$ cat config.mk
export PLATFORM = sky130hd
export DESIGN_NAME = timer_counter0
export DESIGN_NICKNAME = d
export VERILOG_FILES = /design/src/rtl/timer_counter0.sv
export SDC_FILE = /design/constraint.sdc
export NUM_CORES = 1
export LEC_CHECK = 0
export ABC_AREA = 1
export CAP_MARGIN = 10
export CORE_ASPECT_RATIO = 1.5
export CORE_MARGIN = 2
export CORE_UTILIZATION = 46
export DETAILED_ROUTE_END_ITERATION = 16
export PLACE_DENSITY = 0.87
export RECOVER_POWER = 25
export SKIP_CTS_REPAIR_TIMING = 1
export SLEW_MARGIN = 20
export SYNTH_ARGS = -nofsm -noshare
export SYNTH_HDL_FRONTEND = slang
export SYNTH_SLANG_ARGS = --single-unit
$ cat constraint.sdc
create_clock -name i_clk -period 2.4 [get_ports i_clk]
set_input_delay 0.36 -clock i_clk [delete_from_list [all_inputs] [get_ports i_clk]]
set_output_delay 0.36 -clock i_clk [all_outputs]
set_load 0.01 [all_outputs]
$ cat src/rtl/timer_counter0.sv
// 8051-style Timer 0: modes 0-3 with gating, auto-reload and split-timer TH0.
// Optional T0 external-count support is built in when TIMER0_COUNTER_EN is defined.
module timer_counter0 (
  input  logic       i_clk,
  input  logic       i_rst,
  input  logic       i_tick,
  input  logic [7:0] i_tmod,
  input  logic       i_tr0,
  input  logic       i_tr1,
  input  logic       i_int0,
  input  logic       i_t0,
  input  logic [7:0] i_byte,
  input  logic       i_wr_tl0,
  input  logic       i_wr_th0,
  input  logic       i_tf0_clr,
  output logic [7:0] o_tl0,
  output logic [7:0] o_th0,
  output logic       o_tf0,
  output logic       o_tf1_set
);

  localparam int unsigned BYTE_W = 8;
  localparam int unsigned LOW_W  = 5;

  localparam logic [1:0] MODE_13BIT  = 2'b00;
  localparam logic [1:0] MODE_16BIT  = 2'b01;
  localparam logic [1:0] MODE_RELOAD = 2'b10;
  localparam logic [1:0] MODE_SPLIT  = 2'b11;

  logic              cnt_src_c;
  logic              run0_c;
  logic              ev0_c;
  logic              ev1_c;
  logic              ovf0_c;
  logic              ovf1_c;
  logic [BYTE_W-1:0] tl_nxt_c;
  logic [BYTE_W-1:0] th_nxt_c;
  logic              unused_bits;

`ifdef TIMER0_COUNTER_EN
  logic t0_meta;
  logic t0_sync;
  logic t0_samp;

  // Two-flop synchroniser, then sample once per machine cycle for edge detection.
  always_ff @(posedge i_clk) begin
    if (i_rst) begin
      t0_meta <= 1'b0;
      t0_sync <= 1'b0;
      t0_samp <= 1'b0;
    end else begin
      t0_meta <= i_t0;
      t0_sync <= t0_meta;
      if (i_tick) t0_samp <= t0_sync;
    end
  end

  assign cnt_src_c   = i_tmod[2] ? (i_tick & t0_samp & ~t0_sync) : i_tick;
  assign unused_bits = &{1'b0, i_tmod[7:4]};
`else
  assign cnt_src_c   = i_tick;
  assign unused_bits = &{1'b0, i_tmod[7:4], i_tmod[2], i_t0};
`endif

  assign run0_c = i_tr0 & (~i_tmod[3] | i_int0);
  assign ev0_c  = run0_c & cnt_src_c;
  assign ev1_c  = i_tick & i_tr1;

  // Next counter state; a CPU write to a byte overrides its count and blocks carries out of it.
  always_comb begin
    tl_nxt_c = o_tl0;
    th_nxt_c = o_th0;
    ovf0_c   = 1'b0;
    ovf1_c   = 1'b0;
    case (i_tmod[1:0])
      MODE_13BIT: begin
        if (ev0_c) begin
          tl_nxt_c = {o_tl0[BYTE_W-1:LOW_W], o_tl0[LOW_W-1:0] + LOW_W'(1)};
          if ((&o_tl0[LOW_W-1:0]) && !i_wr_tl0) th_nxt_c = o_th0 + BYTE_W'(1);
          ovf0_c = (&o_tl0[LOW_W-1:0]) & (&o_th0) & ~i_wr_tl0 & ~i_wr_th0;
        end
      end
      MODE_16BIT: begin
        if (ev0_c) begin
          tl_nxt_c = o_tl0 + BYTE_W'(1);
          if ((&o_tl0) && !i_wr_tl0) th_nxt_c = o_th0 + BYTE_W'(1);
          ovf0_c = (&o_tl0) & (&o_th0) & ~i_wr_tl0 & ~i_wr_th0;
        end
      end
      MODE_RELOAD: begin
        if (ev0_c) begin
          tl_nxt_c = (&o_tl0) ? o_th0 : o_tl0 + BYTE_W'(1);
          ovf0_c   = (&o_tl0) & ~i_wr_tl0;
        end
      end
      MODE_SPLIT: begin
        if (ev0_c) begin
          tl_nxt_c = o_tl0 + BYTE_W'(1);
          ovf0_c   = (&o_tl0) & ~i_wr_tl0;
        end
        if (ev1_c) begin
          th_nxt_c = o_th0 + BYTE_W'(1);
          ovf1_c   = (&o_th0) & ~i_wr_th0;
        end
      end
      default: begin
        tl_nxt_c = o_tl0;
        th_nxt_c = o_th0;
      end
    endcase
    if (i_wr_tl0) tl_nxt_c = i_byte;
    if (i_wr_th0) th_nxt_c = i_byte;
  end

  // Counter and flag registers; overflow set beats a simultaneous clear.
  always_ff @(posedge i_clk) begin
    if (i_rst) begin
      o_tl0     <= '0;
      o_th0     <= '0;
      o_tf0     <= 1'b0;
      o_tf1_set <= 1'b0;
    end else begin
      o_tl0     <= tl_nxt_c;
      o_th0     <= th_nxt_c;
      o_tf0     <= ovf0_c | (o_tf0 & ~i_tf0_clr);
      o_tf1_set <= ovf1_c;
    end
  end

endmodule

==> summary.md <==
| Metric | Value |
|---|---|
| Leakage | `0.8763 nW` |
| Starting Density | `48.32%` |
| Setup TNS | `0 ns` |
| CTS sink cnt | `18` |
| Number of enable flip-flop cells after synthesis | `0` |
| Share of cells above drive strength 1 | `8.456%` |
| Crit path time final | `1.922 ns` |
| Most common cell in the synthesized netlist | `nand2_1` |
| Sequential fraction of the synthesis area | `25.60%` |
| Clk_lat worst skew | `0.25 ns` |
| Synth unique cells | `30` |
| Slew Limit Fails | `0` |
| Util after Layout | `64.99%` |
| Fmax achieved | `520.2 MHz` |
| Inst Count DP | `307` |
| Root Buffer | `clkbuf_8` |
| Crit path launch type | `register` |
| Simple-gate share of the synthesized area | `40.36%` |
| Worst setup EP type | `register` |
| Final setup fails | `0` |
| Maximum vdd drop | `0.3447 mV` |
| Synth Warn # | `0` |
| Mux contribution to synthesized area | `0%` |
| Drt total wl | `3.690 mm` |
| Critical Path RT | `2.55 ns` |
| Yosys top cell by area | `dfxtp_1` |
| CTS tree | `done` |
| Ys flop type | `dfxtp_1` |
| Die W | `49.17 um` |
| GPL Wtd Cong | `0.9229` |
| Unrepaired setup endpoints after global routing | `no` |
| Die H | `71.75 um` |
| Total CTS buffers | `3` |
| Gr usage total | `23.00%` |
| ANT cells | `0` |
| Post-synth top cells | `nand2_1 (64), inv_1 (33), nand3_1 (26)` |
| Worst-path clk slew | `0.07 ns` |
| Ports | `44` |
| Worst Path Arrival | `2.07 ns` |
| Synth Area in Compound Gates | `17.51%` |
| Vias per inst | `5.174` |
| Syn nets | `261` |
| P&R area growth vs syn | `34.49%` |
| #FFs+latches synth | `18` |
| Avg WL per Cell | `11.86 um` |
| Hold Crit Class | `register to register` |
| First-pass GRT wire length | `6.444 mm` |
| Setup CP Type | `register to register` |
| Synth Area in XOR/XNOR | `1.867%` |
| Finished Layout Cells | `311` |
| CP max FO | `9` |
| Async SR Flop Fraction | `0%` |
| Area share of the largest cell type after synthesis | `25.60%` |
| Slew Limit Headroom | `70.45%` |
| Synth Instances | `232` |
| Clk_skew | `0.002126 ns` |
| Initial antenna violation count | `0` |
| Htree depth | `1` |
| Syn Std Cell Area | `1408 sq um` |
| Largest net degree at the start of global routing | `15` |
| Synth area leaders | `dfxtp_1 (26%), nand2_1 (17%), nand3_1 (9.2%), inv_1 (8.8%), a21oi_1 (7.5%)` |
| Post-DP HPWL | `2.885 mm` |
| Drt drc | `0` |
| Largest family of logic cells by synthesized area | `simple AND/OR/NAND/NOR gates` |
| Status | `finished, final reports clean` |
| Mean post-synth cell area | `6.067 sq um` |
| Fillers | `278` |
| Remaining global-route overflow | `0` |
| Pre-antenna DRT Iters | `4` |
| Fraction of the mapped netlist area in adder cells | `2.667%` |
| Max-cap violations | `0` |
| DIE AREA | `3528 sq um` |
| Via count | `1,609` |
| Buffers added on ports | `37` |
| Pwr dens | `422.4 nW/um^2` |
| Vias in the first global route | `1,536` |
| DR iter-0 viols | `47` |
| Worst slew pin tran | `0.4403 ns` |
| Antenna Nets Post-Route | `0` |
| Core area | `2913 sq um` |
| Crit share post-route | `80.10%` |
| CTS Buffer Depth | `2` |
| Count of final hold-check violations | `0` |
| Final Net Count | `302` |
| Hold_ws | `0.4676 ns` |
| Cell Rows | `24` |
-- power by group --
part           switching, mW  internal (mW)  total [mW]
clock network          0.110          0.146       0.256
registers             0.0277          0.317       0.344
logic                  0.100         0.0996       0.200
-- placed cells by master (no fill, tap or decap), drive strengths merged --
master	synthesis	routed
a21oi	21	21
buf	3	6
clkbuf	4	4
clkdlybuf4s50	0	29
clkinv	1	1
dfxtp	18	18
dlygate4sd3	0	8
ha	3	3
inv	35	35
nand2	67	67
nand3	29	29
nand4	4	4
nor2	18	18
nor4	1	1
o211ai	5	5
o21ai	17	17
o21bai	2	2
or2	1	1
xnor2	1	1
xor2	2	2
-- worst paths after layout --
path / depth (start not counted) / slack (ns) / end / start
setup / recovery: 13 / 0.48 / o_th0[0] / o_tl0[1]
hold / removal: 2 / 0.47 / o_tf0 / o_tf0
setup reg to reg: 13 / 0.48 / o_th0[0] / o_tl0[1]
hold reg to reg: 2 / 0.47 / o_tf0 / o_tf0
-- per-stage QoR --
stage,total power [mW],area [sq um],worst slack [ns]
final,0.7996,1893,0.4776
after global routing,0.8481,1893,0.3298
after CTS,0.8044,1893,0.4815
after detailed placement,0.5524,1838,0.4778
after global placement,0.5483,1838,0.5202
after floorplan,0.4535,1408,0.6591
-- logic make-up after synthesis --
family / count (synthesis)
buf+inv: 43
compound gates: 45
fa+ha+maj: 3
flops: 18
simple gates: 120
xor+xnor: 3
-- critical path, stage by stage (launching register included) --
cell     delay [ns]
dfxtp_1        0.41
ha_1           0.26
nand3_4        0.12
inv_1          0.08
ha_1           0.14
nand2_1        0.08
nand2_1        0.07
nand3_1        0.08
nor2_2         0.13
nand2_4        0.10
nand2_4        0.12
inv_1          0.07
nor2_1         0.09
nor2_1         0.06
-- state kept, by name, summed over array words and instances, names as in the netlist --
register / count
o_th0: 8
o_tf1_set: 1
o_tf0: 1
o_tl0: 8
-- per-layer routing --
metal	global-route usage (%)	share of wire (%)	routed length, um	vias up
met3	2.083	4.9	182	12
met5	0	0	0	-
met1	25.39	39	1438	712
met2	41.59	52	1927	51
met4	14.60	3.8	140	0
li1	-	-	-	834
-- cell type report --
| cell class | count | area (sq um) | share of cell area, % |
|---|---|---|---|
| repair buffers | 43 | 415.4 | 21.94 |
| multi-input cells | 171 | 878.3 | 46.40 |
| well taps | 39 | 48.80 | 2.578 |
| flip-flops and latches | 18 | 360.3 | 19.04 |
| inverters | 36 | 135.1 | 7.138 |
| clock buffers | 4 | 55.05 | 2.908 |
Note: power is estimated with default switching activity, not from simulation.
